--- src/rtl/jtoutrun_snd_pkg.sv ---
// Shared types and constants for the sound ROM arbiter (FSM states, requester indices, bases).
package jtoutrun_snd_pkg;

  typedef enum logic [1:0] {
    IDLE     = 2'd0,
    WAIT_PCM = 2'd1,
    WAIT_CPU = 2'd2
  } romarb_state_t;

  localparam int unsigned REQ_PCM = 0;
  localparam int unsigned REQ_CPU = 1;

  localparam logic [20:0] PCM_BASE_DEF = 21'h08000;
  localparam logic [20:0] CPU_BASE_DEF = 21'h00000;

  function automatic logic [7:0] sat_inc8(input logic [7:0] v);
    return (v == 8'hFF) ? v : v + 8'd1;
  endfunction

endpackage

--- src/rtl/jtoutrun_snd_romarb_if.sv ---
// Bus bundle for the sound ROM arbiter: PCM and CPU read requests plus the shared SDRAM slot.
interface jtoutrun_snd_romarb_if #(
  parameter int unsigned SDRAM_AW = 21
);
  logic [18:0]         pcm_addr;
  logic                pcm_cs;
  logic [7:0]          pcm_data;
  logic                pcm_ok;
  logic [15:0]         cpu_addr;
  logic                cpu_cs;
  logic [7:0]          cpu_data;
  logic                cpu_ok;
  logic [SDRAM_AW-1:0] sdram_addr;
  logic                sdram_cs;
  logic [15:0]         sdram_data;
  logic                sdram_ok;

  modport slave (
    input  pcm_addr, pcm_cs, cpu_addr, cpu_cs, sdram_data, sdram_ok,
    output pcm_data, pcm_ok, cpu_data, cpu_ok, sdram_addr, sdram_cs
  );

  modport master (
    output pcm_addr, pcm_cs, cpu_addr, cpu_cs, sdram_data, sdram_ok,
    input  pcm_data, pcm_ok, cpu_data, cpu_ok, sdram_addr, sdram_cs
  );
endinterface

--- src/rtl/jtoutrun_romarb_cache.sv ---
// One-word read cache: tag/valid/data, hit compare, byte select and registered ok.
module jtoutrun_romarb_cache #(
  parameter int unsigned         AW       = 19,
  parameter int unsigned         SDRAM_AW = 21,
  parameter logic [SDRAM_AW-1:0] BASE     = '0
) (
  input  logic                rst,
  input  logic                clk,
  input  logic [AW-1:0]       i_addr,
  input  logic                i_cs,
  input  logic                i_fill,
  input  logic [SDRAM_AW-1:0] i_fill_tag,
  input  logic [15:0]         i_fill_data,
  output logic [SDRAM_AW-1:0] o_waddr,
  output logic                o_miss,
  output logic [7:0]          o_data,
  output logic                o_ok
);

  logic                r_valid;
  logic [SDRAM_AW-1:0] r_tag;
  logic [15:0]         r_data;
  logic                w_hit;

  assign o_waddr = BASE + SDRAM_AW'(i_addr[AW-1:1]);
  assign w_hit   = i_cs & r_valid & (r_tag == o_waddr);
  assign o_miss  = i_cs & ~w_hit;
  // Byte lane follows addr[0] without a register so in-word byte changes cost nothing.
  assign o_data  = i_addr[0] ? r_data[15:8] : r_data[7:0];

  always_ff @(posedge clk or posedge rst) begin
    if (rst) begin
      r_valid <= 1'b0;
      r_tag   <= '0;
      r_data  <= '0;
      o_ok    <= 1'b0;
    end else begin
      o_ok <= w_hit;
      if (i_fill) begin
        r_valid <= 1'b1;
        r_tag   <= i_fill_tag;
        r_data  <= i_fill_data;
      end
    end
  end

endmodule

--- src/rtl/jtoutrun_snd_romarb.sv ---
// Sound ROM arbiter: PCM fetcher and sound CPU share one 16-bit SDRAM read slot.
// Optional statistics counters are enabled by defining JTOUTRUN_ROMARB_STATS_EN.
module jtoutrun_snd_romarb
  import jtoutrun_snd_pkg::*;
#(
  parameter int unsigned         SDRAM_AW = 21,
  parameter logic [SDRAM_AW-1:0] PCM_BASE = SDRAM_AW'(PCM_BASE_DEF),
  parameter logic [SDRAM_AW-1:0] CPU_BASE = SDRAM_AW'(CPU_BASE_DEF)
) (
  input  logic rst,
  input  logic clk,
  jtoutrun_snd_romarb_if.slave bus
`ifdef JTOUTRUN_ROMARB_STATS_EN
  ,
  output logic [7:0] o_stats_dout,
  input  logic [1:0] i_stats_sel
`endif
);

  romarb_state_t       r_state;
  logic                r_sdram_cs;
  logic [SDRAM_AW-1:0] r_sdram_addr;
  logic                r_last_pcm;

  logic [1:0]          w_miss;
  logic [1:0]          w_fill;
  logic [SDRAM_AW-1:0] w_pcm_waddr;
  logic [SDRAM_AW-1:0] w_cpu_waddr;
  logic                w_pick_pcm;

  assign w_fill[REQ_PCM] = (r_state == WAIT_PCM) & bus.sdram_ok;
  assign w_fill[REQ_CPU] = (r_state == WAIT_CPU) & bus.sdram_ok;
  // PCM wins unless it was served last and the CPU is also waiting.
  assign w_pick_pcm = w_miss[REQ_PCM] & ~(r_last_pcm & w_miss[REQ_CPU]);

  assign bus.sdram_cs   = r_sdram_cs;
  assign bus.sdram_addr = r_sdram_addr;

  jtoutrun_romarb_cache #(
    .AW       (19),
    .SDRAM_AW (SDRAM_AW),
    .BASE     (PCM_BASE)
  ) u_pcm_cache (
    .rst         (rst),
    .clk         (clk),
    .i_addr      (bus.pcm_addr),
    .i_cs        (bus.pcm_cs),
    .i_fill      (w_fill[REQ_PCM]),
    .i_fill_tag  (r_sdram_addr),
    .i_fill_data (bus.sdram_data),
    .o_waddr     (w_pcm_waddr),
    .o_miss      (w_miss[REQ_PCM]),
    .o_data      (bus.pcm_data),
    .o_ok        (bus.pcm_ok)
  );

  jtoutrun_romarb_cache #(
    .AW       (16),
    .SDRAM_AW (SDRAM_AW),
    .BASE     (CPU_BASE)
  ) u_cpu_cache (
    .rst         (rst),
    .clk         (clk),
    .i_addr      (bus.cpu_addr),
    .i_cs        (bus.cpu_cs),
    .i_fill      (w_fill[REQ_CPU]),
    .i_fill_tag  (r_sdram_addr),
    .i_fill_data (bus.sdram_data),
    .o_waddr     (w_cpu_waddr),
    .o_miss      (w_miss[REQ_CPU]),
    .o_data      (bus.cpu_data),
    .o_ok        (bus.cpu_ok)
  );

  always_ff @(posedge clk or posedge rst) begin
    if (rst) begin
      r_state      <= IDLE;
      r_sdram_cs   <= 1'b0;
      r_sdram_addr <= '0;
      r_last_pcm   <= 1'b0;
    end else begin
      case (r_state)
        IDLE: begin
          if (w_pick_pcm) begin
            r_state      <= WAIT_PCM;
            r_sdram_cs   <= 1'b1;
            r_sdram_addr <= w_pcm_waddr;
          end else if (w_miss[REQ_CPU]) begin
            r_state      <= WAIT_CPU;
            r_sdram_cs   <= 1'b1;
            r_sdram_addr <= w_cpu_waddr;
          end
        end
        WAIT_PCM: begin
          if (bus.sdram_ok) begin
            r_state    <= IDLE;
            r_sdram_cs <= 1'b0;
            r_last_pcm <= 1'b1;
          end
        end
        WAIT_CPU: begin
          if (bus.sdram_ok) begin
            r_state    <= IDLE;
            r_sdram_cs <= 1'b0;
            r_last_pcm <= 1'b0;
          end
        end
        default: r_state <= IDLE;
      endcase
    end
  end

`ifdef JTOUTRUN_ROMARB_STATS_EN
  // 0: PCM misses, 1: CPU misses, 2: PCM stall cycles behind CPU, 3: max PCM miss latency.
  logic [7:0] r_stat [4];
  logic [7:0] r_pcm_lat;
  logic [7:0] w_pcm_lat_nx;

  assign w_pcm_lat_nx = sat_inc8(r_pcm_lat);
  assign o_stats_dout = r_stat[i_stats_sel];

  always_ff @(posedge clk or posedge rst) begin
    if (rst) begin
      for (int i = 0; i < 4; i++) r_stat[i] <= '0;
      r_pcm_lat <= '0;
    end else begin
      if (r_state == IDLE && w_pick_pcm) r_stat[0] <= sat_inc8(r_stat[0]);
      if (r_state == IDLE && !w_pick_pcm && w_miss[REQ_CPU]) r_stat[1] <= sat_inc8(r_stat[1]);
      if (r_state == WAIT_CPU && w_miss[REQ_PCM]) r_stat[2] <= sat_inc8(r_stat[2]);
      if (w_fill[REQ_PCM]) begin
        if (w_pcm_lat_nx > r_stat[3]) r_stat[3] <= w_pcm_lat_nx;
        r_pcm_lat <= '0;
      end else if (w_miss[REQ_PCM]) begin
        r_pcm_lat <= w_pcm_lat_nx;
      end else begin
        r_pcm_lat <= '0;
      end
    end
  end
`endif

endmodule

--- src/flat_wrapper.sv ---
// flat-port wrapper written by rule: the top's interface ports become plain ports
module jtoutrun_snd_romarb_flat import jtoutrun_snd_pkg::*;
#(
  parameter int unsigned         SDRAM_AW = 21,
  parameter logic [SDRAM_AW-1:0] PCM_BASE = SDRAM_AW'(PCM_BASE_DEF),
  parameter logic [SDRAM_AW-1:0] CPU_BASE = SDRAM_AW'(CPU_BASE_DEF)
)
  (rst, clk, bus_pcm_addr, bus_pcm_cs, bus_cpu_addr, bus_cpu_cs, bus_sdram_data, bus_sdram_ok, bus_pcm_data, bus_pcm_ok, bus_cpu_data, bus_cpu_ok, bus_sdram_addr, bus_sdram_cs);
  jtoutrun_snd_romarb_if #(.SDRAM_AW(SDRAM_AW)) bus_i ();
  input  logic rst;
  input  logic clk;
  input wire logic [$bits(bus_i.pcm_addr)-1:0] bus_pcm_addr;
  input wire logic [$bits(bus_i.pcm_cs)-1:0] bus_pcm_cs;
  input wire logic [$bits(bus_i.cpu_addr)-1:0] bus_cpu_addr;
  input wire logic [$bits(bus_i.cpu_cs)-1:0] bus_cpu_cs;
  input wire logic [$bits(bus_i.sdram_data)-1:0] bus_sdram_data;
  input wire logic [$bits(bus_i.sdram_ok)-1:0] bus_sdram_ok;
  output wire logic [$bits(bus_i.pcm_data)-1:0] bus_pcm_data;
  output wire logic [$bits(bus_i.pcm_ok)-1:0] bus_pcm_ok;
  output wire logic [$bits(bus_i.cpu_data)-1:0] bus_cpu_data;
  output wire logic [$bits(bus_i.cpu_ok)-1:0] bus_cpu_ok;
  output wire logic [$bits(bus_i.sdram_addr)-1:0] bus_sdram_addr;
  output wire logic [$bits(bus_i.sdram_cs)-1:0] bus_sdram_cs;
  assign bus_i.pcm_addr = bus_pcm_addr;
  assign bus_i.pcm_cs = bus_pcm_cs;
  assign bus_i.cpu_addr = bus_cpu_addr;
  assign bus_i.cpu_cs = bus_cpu_cs;
  assign bus_i.sdram_data = bus_sdram_data;
  assign bus_i.sdram_ok = bus_sdram_ok;
  assign bus_pcm_data = bus_i.pcm_data;
  assign bus_pcm_ok = bus_i.pcm_ok;
  assign bus_cpu_data = bus_i.cpu_data;
  assign bus_cpu_ok = bus_i.cpu_ok;
  assign bus_sdram_addr = bus_i.sdram_addr;
  assign bus_sdram_cs = bus_i.sdram_cs;
  jtoutrun_snd_romarb #(.SDRAM_AW(SDRAM_AW), .PCM_BASE(PCM_BASE), .CPU_BASE(CPU_BASE)) u_core (.rst(rst), .clk(clk), .bus(bus_i));
endmodule
--- config.mk ---
export PLATFORM = sky130hd
export DESIGN_NAME = jtoutrun_snd_romarb_flat
export DESIGN_NICKNAME = d
export VERILOG_FILES = /design/src/rtl/jtoutrun_snd_pkg.sv /design/src/rtl/jtoutrun_snd_romarb_if.sv /design/src/rtl/jtoutrun_romarb_cache.sv /design/src/rtl/jtoutrun_snd_romarb.sv /design/src/flat_wrapper.sv
export SDC_FILE = /design/constraint.sdc
export NUM_CORES = 1
export LEC_CHECK = 0
export ABC_AREA = 1
export CORE_ASPECT_RATIO = 0.8
export CORE_UTILIZATION = 54
export DETAILED_ROUTE_END_ITERATION = 6
export PLACE_DENSITY = 0.82
export SYNTH_ARGS = -nofsm -noshare
export SYNTH_HDL_FRONTEND = slang
export SYNTH_HIERARCHICAL = 1
export SYNTH_SLANG_ARGS = --single-unit
--- constraint.sdc ---
create_clock -name clk -period 3.2 [get_ports clk]
set_clock_uncertainty 0.1 [all_clocks]
set_input_delay 0.96 -clock clk [delete_from_list [all_inputs] [get_ports clk]]
set_output_delay 0.96 -clock clk [all_outputs]
set_load 0.005 [all_outputs]
==> summary.md <==
| Metric | Value |
|---|---|
| Status | complete, no violations |
| GR met3 Demand/Resource | 0.06027 |
| Met1 usage | 0.3572 |
| # resized after CTS | 17 |
| Crit share post-route | 0.9466 |
| Seq cells post-synth | slightly above 100 |
| P_int | 3.482 mW |
| # placed instances | 954 |
| Number of max-cap violations | 0 |
| CTS Hold Bufs | 0 |
| Worst-path clk slew | 0.07 ns |
| Clock Path Buffers | 2 |
| CTS H-tree depth | 3 |
| Post-Syn Area | 5588 sq um |
| Wire length per cell | ~14 um |
| Setup Viol. Count Final | 0 |
| CP bufs+invs | 3 |
| Pwr Total | approximately 5.6 mW |
| Final hold slack | 0.3697 ns |
| Antenna viol nets, final | 0 |
| Area leader, netlist | dfrtp_1 |
| Commonest non-fill, non-tap cell in the layout | nand2_1 |
| DR vias | 4851 |
| Psw | between 2 and 2.5 mW |
| Slew margin rel. | 0.6392 |
| # DRC | 0 |
| Simple-gate portion of the synthesized area | 0.2640 |
| Adder-cell share of the synthesized area | 0.008957 |
| Placeable Area | approximately 10000 sq um |
| Post-synthesis compound-gate area fraction | 0.09763 |
| Mean area per synthesized cell | ~7.3 sq um |
| Setup repair bufs after CTS | 0 |
| Peak VDD IR | 392.5 uV |
| Yosys cell types | 28 |
| Sequential element share of the synthesized area | 0.4613 |
| Combinational power share | 0.399 |
| Clock Latency Late Sink | roughly 0.35 ns |
| Final setup margin | approximately 0.17 ns |
| CP endpoint kind | output port |
| First-pass GRT wire length | 21.76 mm |
| PD cells | around 840 nW/um^2 |
| Initial antenna violation count | 0 |
| Clock power share | 0.196 |
| Largest family of logic cells by synthesized area | simple AND/OR/NAND/NOR gates |
| Critical Path Start Type | input port |
| # fillers | ~800 |
| Grt met2 use | 0.4281 |
| DIE AREA | around 11000 sq um |
| Max stage delay on crit path | 0.48 ns |
| CP Cell Sequence | clkdlybuf4s50_1, buf_4, nand2_1, o21ai_0, dlygate4sd2_1 |
| Mux contribution to synthesized area | 0 |
| Root cell of the clock tree | clkbuf_16 |
| Share of the synthesized area in the top cell type | 0.4613 |
| All-Layer GR Usage | 0.2665 |
| Unrepaired setup endpoints after global routing | no |
| Final Hold Fails | 0 |
| Vias per Instance | around 5.0 |
| Post-synthesis xor/xnor area fraction | 0.01097 |
| Post-synthesis cell count | around 760 |
| Cts bufs inserted | 9 |
| GPL Wtd Cong | approximately 0.84 |
| Critical setup path kind | input port to output port |
| Slowest stage cell on the critical path | clkdlybuf4s50_1 |
| Die height | 92.99 um |
| Highest clock rate | roughly 330 MHz |
| Post-DP HPWL | 9.595 mm |
| Critical path's top delay family | buffers and inverters |
| FP Rows | 32 |
| Worst-path fanout max | 8 |
| CTS tree | built |
| Sw frac | 0.3812 |
| Grt ovf | 0 |
| Synth area leaders | dfrtp_1 (46%), nand2_1 (22%), inv_1 (7.5%) |
| GRT Max-Usage Layer | met2 |
| Final Critical Period | 3.029 ns |
| Port Buffers | between 90 and 100 |
| Drt pass-1 iters | 5 |
| Worst Tran Pin Value | about 0.54 ns |
| I/O Pins | between 90 and 100 |
| Critical Path RT | 2.14 ns |
| Final Slew Violations | 0 |
| Arrival @ worst endpoint | around 2 ns |
| Initial Utilization | 0.5673 |
| Pleak | 3.520 nW |
| Layout Nets | 889 |
| Die Wd | around 120 um |
| Most frequent cells in the layout | nand2_1 (326), inv_1 (110), dfrtp_1 (103) |
| Seq pwr share | 0.405 |
| Final Util | 0.6837 |
| Share of cells above drive strength 1 | 0.08034 |
| Final Non-Filler Cells | between 900 and 1k |
| Via count of the first global-routing pass | 4653 |
| First DRT Iteration DRCs | ~300 |
| Layout area overhead | 20.51% |
| HP Class | flop to flop |
| Final WL | roughly 13 mm |
| Synth warnings | 6 |
| Largest net degree at the start of global routing | 41 |
| Diode count | 0 |
| Dpl ws | -0.1211 ns |
| Clock Sinks | slightly above 100 |
[cell usage after synthesis]
master and count:
o21ai_2 19, nor2_2 4, inv_2 4, xnor2_1 7, nand2_2 3, o21ai_0 51
ha_1 4, buf_6 4, nand2_4 1, nand3_1 12, nor3_1 1, conb_1 2
and2_4 1, buf_4 38, nor2_1 21, and3_1 1, or2_2 1, a21boi_4 1
or2_0 1, clkbuf_2 1, buf_2 20, nand4_1 2, o21ai_1 21, or2_1 2
inv_1 111, nand2_1 326, dfrtp_1 103, clkbuf_1 1
[worst paths after layout]
kind	start	end	slack [ns]	cells past startpoint
setup / recovery	bus_pcm_addr[0]	bus_pcm_data[0]	0.17	5
hold / removal	u_core/u_pcm_cache/r_valid	u_core/u_pcm_cache/r_valid	0.37	1
setup reg to reg	u_core/u_cpu_cache/r_tag[18]	u_core/bus.sdram_addr[13]	1.19	14
hold reg to reg	u_core/u_pcm_cache/r_valid	u_core/u_pcm_cache/r_valid	0.37	1
max in group asynchronous	rst	u_core/u_pcm_cache/r_data[8]	1.59	3
min in group asynchronous	rst	u_core/bus.sdram_addr[14]	0.98	3
[area by class of cell]
cell class	count	area, sq um	area share
Inverter	115	431.7	0.06410
Sequential cell	103	2577	0.3828
Multi-Input combinational cell	487	2162	0.3211
Tap cell	136	170.2	0.02527
Clock buffer	10	229.0	0.03400
Clock inverter	6	68.82	0.01022
Timing Repair Buffer	113	1095	0.1626
[power groups by stage]
stage / clock network, mW / registers (mW) / logic [mW]
after global routing: 1.18 / 2.34 / 2.53
after global placement: 0 / 2.26 / 2.17
after CTS: 1.12 / 2.27 / 2.25
after detailed placement: 0 / 2.29 / 2.28
final: 1.10 / 2.28 / 2.25
after floorplan: 0 / 2.19 / 1.47
[metal layers]
layer / vias up / wire length, um
met3: 26 / 1110
met1: 2237 / 5692
met4: 0 / 266
li1: 2368 / -
met2: 220 / 6254
met5: - / 0
[through the flow]
| stage | area (sq um) | setup TNS (ns) |
|---|---|---|
| finish | 6734 | 0 |
| global route | 6734 | 0 |
| CTS | 6734 | 0 |
| detailed placement | 6452 | -1.745 |
| global placement | 6452 | -1.148 |
| floorplan | 5610 | 0 |
[kinds of logic (layout without fill, tap and decap cells)]
family          count (synthesis)  in the layout
xor+xnor                        7              7
fa+ha+maj                       4              4
compound gates                 92             92
flops                         103            103
buf+inv                       179            244
simple gates                  376            376
other cells                     2              8
[flip-flops by register name (all words and copies together), names as in the netlist]
signal and count:
u_core/u_pcm_cache/r_tag 21, u_core/u_cpu_cache/r_data 16, u_core/u_cpu_cache/r_tag 21, u_core/r_last_pcm 1
u_core/bus.sdram_cs 1, u_core/u_pcm_cache/r_data 16, u_core/u_pcm_cache/o_ok 1, u_core/r_state 2
u_core/u_pcm_cache/r_valid 1, u_core/u_cpu_cache/r_valid 1, u_core/bus.sdram_addr 21, u_core/u_cpu_cache/o_ok 1
No activity file was read; power rests on OpenSTA's default activity.
